$ cat src/rtl/mem_arbiter_pkg.sv
// Shared state, owner and address-field definitions for the two-requester memory arbiter.
package mem_arbiter_pkg;

    typedef enum logic [1:0] {
        IDLE  = 2'd0,
        ISSUE = 2'd1,
        WAIT1 = 2'd2,
        WAIT2 = 2'd3
    } arb_state_e;

    typedef enum logic {
        OWNER_I = 1'b0,
        OWNER_D = 1'b1
    } owner_e;

    localparam int BANK_LSB          = 1;
    localparam int BANK_MSB          = 2;
    localparam int ISSUE_TO_DONE_LAT = 2;

endpackage

$ cat src/rtl/mem_arbiter_rr_pick.sv
// Two-way owner selector with a last-winner pointer.
// Build option ARB_FIXED_PRIO_EN: the data side always wins a simultaneous request.
module arb_rr_pick
    import mem_arbiter_pkg::*;
(
    input  logic   clk,
    input  logic   rst,
    input  logic   i_req_i,
    input  logic   d_req_i,
    input  logic   take_i,
    output logic   valid_o,
    output owner_e owner_o
);

    owner_e last_q, last_d;

    always_comb begin
        valid_o = i_req_i | d_req_i;
        owner_o = OWNER_I;
        if (i_req_i && d_req_i) begin
`ifdef ARB_FIXED_PRIO_EN
            owner_o = OWNER_D;
`else
            owner_o = (last_q == OWNER_D) ? OWNER_I : OWNER_D;
`endif
        end else if (d_req_i) begin
            owner_o = OWNER_D;
        end
        last_d = take_i ? owner_o : last_q;
    end

    // Resetting to "instruction won last" gives the data side the first tie.
    always_ff @(posedge clk or posedge rst) begin
        if (rst) begin
            last_q <= OWNER_I;
        end else begin
            last_q <= last_d;
        end
    end

endmodule

$ cat src/rtl/mem_arbiter.sv
// Instruction/data memory arbiter: one outstanding banked access, fixed 2-cycle issue-to-done.
// Build option ARB_FIXED_PRIO_EN selects fixed data-side priority inside arb_rr_pick.
module mem_arbiter
    import mem_arbiter_pkg::*;
(
    input  logic        clk,
    input  logic        rst,
    input  logic        i_req,
    input  logic [15:0] i_addr,
    input  logic        d_req,
    input  logic        d_wr,
    input  logic [15:0] d_addr,
    input  logic [15:0] d_wdata,
    output logic        i_grant,
    output logic        d_grant,
    output logic        i_done,
    output logic        d_done,
    output logic        i_err,
    output logic        d_err,
    output logic [15:0] rdata,
    output logic        mem_rd,
    output logic        mem_wr,
    output logic [15:0] mem_addr,
    output logic [15:0] mem_wdata,
    input  logic [15:0] mem_rdata,
    input  logic [3:0]  mem_busy,
    input  logic        mem_stall,
    input  logic        mem_err
);

    arb_state_e  state_q, state_d;
    owner_e      owner_q, owner_d;
    logic [15:0] addr_q, addr_d;
    logic [15:0] wdata_q, wdata_d;
    logic        wr_q, wr_d;
    logic        err_q, err_d;
    logic [15:0] rdata_q, rdata_d;

    logic        pick_valid;
    owner_e      pick_owner;
    logic        take;
    logic [1:0]  bank;
    logic        can_issue;
    logic        in_txn;
    logic        err_now;

    arb_rr_pick u_pick (
        .clk     (clk),
        .rst     (rst),
        .i_req_i (i_req),
        .d_req_i (d_req),
        .take_i  (take),
        .valid_o (pick_valid),
        .owner_o (pick_owner)
    );

    assign bank      = addr_q[BANK_MSB:BANK_LSB];
    assign can_issue = !mem_busy[bank] && !mem_stall;
    assign in_txn    = (state_q != IDLE);

    always_comb begin
        state_d = state_q;
        owner_d = owner_q;
        addr_d  = addr_q;
        wdata_d = wdata_q;
        wr_d    = wr_q;
        err_d   = err_q;
        rdata_d = rdata_q;
        take    = 1'b0;
        case (state_q)
            IDLE: begin
                err_d = 1'b0;
                if (pick_valid) begin
                    take    = 1'b1;
                    owner_d = pick_owner;
                    state_d = ISSUE;
                    // The instruction side is read-only, so it never latches a write.
                    if (pick_owner == OWNER_D) begin
                        addr_d  = d_addr;
                        wdata_d = d_wdata;
                        wr_d    = d_wr;
                    end else begin
                        addr_d  = i_addr;
                        wdata_d = 16'h0000;
                        wr_d    = 1'b0;
                    end
                end
            end
            ISSUE: begin
                if (can_issue) begin
                    state_d = WAIT1;
                end
            end
            WAIT1: begin
                if (mem_err) begin
                    err_d = 1'b1;
                end
                state_d = WAIT2;
            end
            WAIT2: begin
                if (!wr_q) begin
                    rdata_d = mem_rdata;
                end
                err_d   = 1'b0;
                state_d = IDLE;
            end
            default: state_d = IDLE;
        endcase
    end

    always_ff @(posedge clk or posedge rst) begin
        if (rst) begin
            state_q <= IDLE;
            owner_q <= OWNER_I;
            addr_q  <= 16'h0000;
            wdata_q <= 16'h0000;
            wr_q    <= 1'b0;
            err_q   <= 1'b0;
            rdata_q <= 16'h0000;
        end else begin
            state_q <= state_d;
            owner_q <= owner_d;
            addr_q  <= addr_d;
            wdata_q <= wdata_d;
            wr_q    <= wr_d;
            err_q   <= err_d;
            rdata_q <= rdata_d;
        end
    end

    // An error seen in the done cycle itself still reaches the owner with that done.
    assign err_now   = (state_q == WAIT2) && (err_q || mem_err);

    assign i_grant   = in_txn && (owner_q == OWNER_I);
    assign d_grant   = in_txn && (owner_q == OWNER_D);
    assign i_done    = (state_q == WAIT2) && (owner_q == OWNER_I);
    assign d_done    = (state_q == WAIT2) && (owner_q == OWNER_D);
    assign i_err     = err_now && (owner_q == OWNER_I);
    assign d_err     = err_now && (owner_q == OWNER_D);
    assign mem_rd    = (state_q == ISSUE) && can_issue && !wr_q;
    assign mem_wr    = (state_q == ISSUE) && can_issue && wr_q;
    assign mem_addr  = in_txn ? addr_q  : 16'h0000;
    assign mem_wdata = in_txn ? wdata_q : 16'h0000;
    assign rdata     = rdata_q;

endmodule

$ cat config.mk
export PLATFORM = sky130hd
export DESIGN_NAME = mem_arbiter
export DESIGN_NICKNAME = d
export VERILOG_FILES = /design/src/rtl/mem_arbiter_pkg.sv /design/src/rtl/mem_arbiter_rr_pick.sv /design/src/rtl/mem_arbiter.sv
export SDC_FILE = /design/constraint.sdc
export NUM_CORES = 1
export LEC_CHECK = 0
export CORE_UTILIZATION = 30
export DETAILED_ROUTE_END_ITERATION = 8
export PLACE_DENSITY = 0.59
export SLEW_MARGIN = 20
export SYNTH_ARGS = -nofsm -noshare
export SYNTH_HDL_FRONTEND = slang
export SYNTH_SLANG_ARGS = --single-unit
$ cat constraint.sdc
create_clock -name clk -period 1.82 [get_ports clk]
set_input_delay 0.182 -clock clk [delete_from_list [all_inputs] [get_ports clk]]
set_output_delay 0.182 -clock clk [all_outputs]
set_load 0.01 [all_outputs]
# Word-level counts from Yosys, hierarchy flattened

Cells that the tools add are included.

Output and inout bits: 56
Logic and storage cells: 59
Flip-flop bits (word level): 54
Bits of input ports: 75

Reductions and logical operators: 24
Bitwise operators: 3
Order comparisons: 1
Multiplexer cells: 17
Equal/unequal tests: 6

Operator list:

| kind                 | number |
|---|---|
| $mux W16             | 4 |
| $logic_and A1 B1 Y1  | 12 |
| $mux W1              | 8 |
| $pmux W2 S4          | 1 |
| $reduce_and A2 Y1    | 4 |
| $ne A2 B2 Y1 const B | 3 |
| $eq A2 B2 Y1 const B | 2 |
| $mux W2              | 2 |
| $reduce_bool A2 Y1   | 2 |
| $logic_not A1 Y1     | 3 |
| $lt A2 B3 Y1 const B | 1 |
| $bmux W1 S2          | 1 |
| $eq A2 B1 Y1 const B | 1 |
| $logic_not A2 Y1     | 1 |
| $not A1 Y1           | 2 |
| $pmux W1 S2          | 1 |
| $reduce_or A2 Y1     | 1 |
| $logic_or A1 B1 Y1   | 1 |
| $or A1 B1 Y1         | 1 |

# Depth between registers and ports, before layout

Depth after elaboration: 6
Gate-level depth with buffers: 7
Depth with buffers taken out: 5

# By module

From an unflattened synthesis, not the netlist that was laid out.

Cells, all modules: 260
Area, all modules: 2657.5 µm²

By module, submodules not included:

| module      | times used | cells an instance | sequential area each (µm²) | area an instance (µm²) |
|---|---|---|---|---|
| mem_arbiter | 1          | 255               | 1326.3                     | 2596.2 |
| arb_rr_pick | 1          | 5                 | 25.0                       | 61.3 |

# Least setup slack after synthesis

OpenSTA, ideal clock, no wires.

Kind: reg2reg
Start point: register state_q[0]
End point: register state_q[1]
Cell stages (with the launch flop): 7
Required time: 1686 ps
Clock period less this slack: 1574 ps
Setup time: 134 ps
Path buffers: 1
Slack: 246 ps
Arrival: 1440 ps
Cell sequence: dfrtp_1 -> inv_1 -> ha_1 -> clkbuf_2 -> or3b_1 -> mux2i_1 -> o211ai_1

Cells in the longest elaborated chain, start to end: 3
Elaborated cells between the ends (all ways): 8
Those cells by class: 5 x eq/ne; 1 x mux; 2 x reduce/logical

RTL lines:

| what                                             | RTL line           | text |
|---|---|---|
| start, declared                                  | mem_arbiter.sv:31  | `arb_state_e state_q, state_d;` |
| start signal, assigned                           | mem_arbiter.sv:121 | `state_q <= state_d;` |
| $eq A2 B1 Y1 or $logic_not A2 Y1 (tied branches) | mem_arbiter.sv:70  | `case (state_q)` |
| $ne A2 B2 Y1 (no source line)                    | -                  |  |
| $reduce_and A2 Y1 (no source line)               | -                  |  |

Parallel ways exist; a longest one is shown, timed or not.
A chain may end at the register's enable or synchronous reset.

# Worst setup path after layout

Start point: register addr_q[2]
End point: output mem_wr

Cells in the longest elaborated chain, start to end: 6

RTL lines:

| what                             | RTL line           | text |
|---|---|---|
| start, declared                  | mem_arbiter.sv:33  | `logic [15:0] addr_q, addr_d;` |
| start signal, assigned           | mem_arbiter.sv:123 | `addr_q <= addr_d;` |
| $bmux W1 S2                      | mem_arbiter.sv:58  | `assign can_issue = !mem_busy[bank] && !mem_stall;` |
| $mux W1 (implied by the code)    | mem_arbiter.sv:58  |  |
| $logic_not A1 Y1                 | mem_arbiter.sv:58  |  |
| $logic_and A1 B1 Y1              | mem_arbiter.sv:58  |  |
| $logic_and A1 B1 Y1 (2 in a row) | mem_arbiter.sv:141 | `assign mem_wr = (state_q == ISSUE) && can_issue && wr_q;` |
| end, declared                    | mem_arbiter.sv:22  | `output logic mem_wr,` |

No other way between the ends. The select of a mux whose other input is x is not followed.

==> summary.txt <==
Floorplan
  • Core ar.: 0.00822 mm2
  • IO Count: 131
  • Initial cell density of the core: 0.311
  • Die area: just under 0.009 mm2
  • Die Height: 94.3 um
  • Cell row count: 33
  • DIE WIDTH: approximately 94 um

CTS
  • TritonCTS Buffers: 5
  • Clk_lat worst skew: 0.30 ns
  • CTS clock-pin slew for the worst setup and hold paths: 0.10 ns
  • Clock sinks: 53
  • CTS H-tree depth: 2
  • Clock buffer depth: 2
  • Clock Tree Root: clkbuf_8
  • CTS tree: yes

Global route
  • Met2 Usage GRT: 0.236
  • GRT overflow: 0
  • First-pass GRT wire length: 10100 um
  • Gr usage total: 0.147
  • Most Used Layer, Global Route: met2
  • GRT met1 Usage: 0.189
  • Initial antenna violation count: 0
  • Met3 GRT Util: 0.0469
  • Largest net degree at the start of global routing: 54
  • Vias in the first global route: 2098

STA
  • Min Tclk post-route: 1.83 ns
  • Layout Skew: 0.00925 ns
  • RSZ-0062 raised after global routing: true
  • Max-slew headroom: 0.701
  • Hold Fails Final Rpt: 0
  • Worst-Margin Slew: approximately 0.45 ns
  • Setup TNS: -0.0113 ns
  • Setup violators final: 1
  • Final worst path period share: 1.01
  • Final Max Tran Viols: 0
  • Final Worst Setup Slack: -0.0113 ns
  • FMAX: 546 MHz

Layout
  • Most frequent cells in the layout: clkdlybuf4s50_1 (90), dfrtp_1 (53), nor2b_1 (39)
  • Share of layout cells above drive strength 1: 0.146
  • Filler instances: 796
  • Layout Area Growth over Synthesis: 63.4%
  • Post-layout util: 0.508
  • Total Nets Final: ~440
  • Commonest non-fill, non-tap cell in the layout: clkdlybuf4s50_1
  • Number of diodes: 0

Power and ir drop
  • VDD IR-drop max: 0.483 mV
  • Pwr/cell area: 1520 mW/mm2
  • Leak: 1.94 nW

Routing
  • Detailed-route wire length: 6290 um
  • Drt wl/cell: approximately 13 um
  • Antenna viol nets, final: 0
  • TritonRoute pass-1 iters: 4
  • Initial DRC Count: 18
  • Via count: 2116
  • Number of remaining DRC errors: 0
  • Vias per cell: roughly 4.5

Status
  • Status: finished, violations left
  • Failing checks: negative setup slack

Synthesis
  • Synthesized flop and latch total: 53
  • Xor/xnor share of the synthesized area: 0
  • Mux contribution to synthesized area: 0.146
  • Synth Area in Simple Gates: 0.156
  • Yosys warning count: 0
  • Synth cell types: 30
  • Mapped Nets: just over 300
  • Compound-Gate Fraction of Synth Area: 0.120
  • Area of the mapped netlist: 0.00255 mm2
  • Post-synthesis adder-cell area fraction: 0.0196
  • Post-Syn Instances: 223
  • Mapped Avg Cell Area: 11.5 um2
  • Register area share after synthesis: 0.519
  • Largest family of logic cells by synthesized area: simple AND/OR/NAND/NOR gates

Placement
  • GPL Wtd Cong: approximately 0.75
  • HPWL after DPL: 4670 um
  • Buffers on Ports: 130

Setup path
  • Crit path required time: 1.64 ns
  • R2R Path Start: state_q[0]$_DFFE_PP0P_
  • WS Path Type: reg -> out
  • Worst Path Max Fanout: 3
  • Crit end category: output port
  • Crit path launch type: flip-flop
  • CP arrival: about 1.7 ns
  • Beginning of the critical path: addr_q[2]$_DFFE_PP0P_

Flow run
  • Total of max-cap violations: 0

Worst hold path
  • Worst Hold Class: in -> async
-- where the power goes --
group	total [mW]	internal [mW]	switching [mW]
logic	3.47	1.95	1.53
clock network	0.834	0.448	0.386
registers	2.04	1.76	0.283
-- timing repair --
action                                  4_1_cts  5_1_grt
setup buffers                                 1        0
endpoints found under the setup margin       40        8
hold buffers                                  0        0
cloned                                        0        0
resized for setup                            48        6
pin swaps                                     1        1
-- kinds of logic after synthesis --
group           Yosys count
simple gates             71
flops                    53
compound gates           42
buf+inv                  18
fa+ha+maj                 4
mux                      35
-- path summary, 6_finish.rpt --
check / endpoint / slack (ns) / cells after the start
worst min-delay path: rdata[11]$_DFFE_PP0P_ / 0.24 / 3
max in group asynchronous: addr_q[15]$_DFFE_PP0P_ / 1.33 / 3
worst min register to register: addr_q[3]$_DFFE_PP0P_ / 0.48 / 2
min in group clk: wdata_q[5]$_DFFE_PP0P_ / 0.47 / 2
worst max register to register: state_q[1]$_DFFE_PP0P_ / 0.11 / 6
worst max-delay path: mem_wr / -0.01 / 4
-- state kept, by name, summed over array words and instances (netlist names) --
register  flops
addr_q       16
err_q         1
owner_q       1
rdata        16
state_q       2
wdata_q      16
wr_q          1
-- layer usage --
| layer | vias to the layer above | wire (um) |
|---|---|---|
| met5 | - | 0 |
| met4 | 0 | 61 |
| met3 | 6 | 599 |
| met2 | 88 | 2800 |
| met1 | 978 | 2830 |
| li1 | 1044 | - |
-- Yosys cell counts --
cell type	count	area [um2]
dfrtp_1	53	1330
nor2b_1	39	244
mux2_2	18	203
nand2_1	18	67.6
a22o_1	17	149
mux2i_1	17	170
o21ai_0	17	85.1
clkbuf_1	8	30.0
buf_6	4	45.0
ha_1	4	50.1
nor2_1	4	15.0
inv_1	3	11.3
and2_1	2	12.5
buf_2	2	10.0
o221ai_1	2	17.5
a21boi_2	1	11.3
a21o_1	1	7.51
a221oi_2	1	15.0
and2_4	1	8.76
and2b_1	1	7.51
and3b_1	1	8.76
clkbuf_2	1	5.00
nand2b_1	1	6.26
nand3_1	1	5.00
nor3b_1	1	7.51
o211ai_1	1	7.51
o21ai_1	1	5.00
o22a_1	1	8.76
or2_2	1	6.26
or3b_1	1	8.76
-- area by class of cell --
type / count / area [um2] / share of cell area
Sequential cell: 53 / 1330 / 0.318
Timing Repair Buffer: 147 / 1440 / 0.344
Multi-Input combinational cell: 152 / 1150 / 0.275
Tap cell: 105 / 131 / 0.0315
Inverter: 3 / 11.3 / 0.00270
Clock buffer: 6 / 82.6 / 0.0198
Clock inverter: 2 / 37.5 / 0.00899
-- per-stage QoR --
step                      cells  setup slack [ns]  area [um2]  total power, mW  hold slack (ns)
final                       468           -0.0113        4170             6.35            0.239
after floorplan             223             0.246        2550             3.94            0.315
after global routing        468           -0.0940        4170             6.87            0.262
after CTS                   467           -0.0552        4140             6.39            0.254
after detailed placement    458            -0.282        4060             5.82            0.462
after global placement      458            -0.260        4060             5.76            0.453
-- critical path, cell delays in order (launching register included) --
cell and delay (ns):
dfrtp_1 0.41, mux2_2 0.37, o22a_1 0.22, and3b_1 0.23, buf_2 0.13
Note: power is estimated with default switching activity, not from simulation.
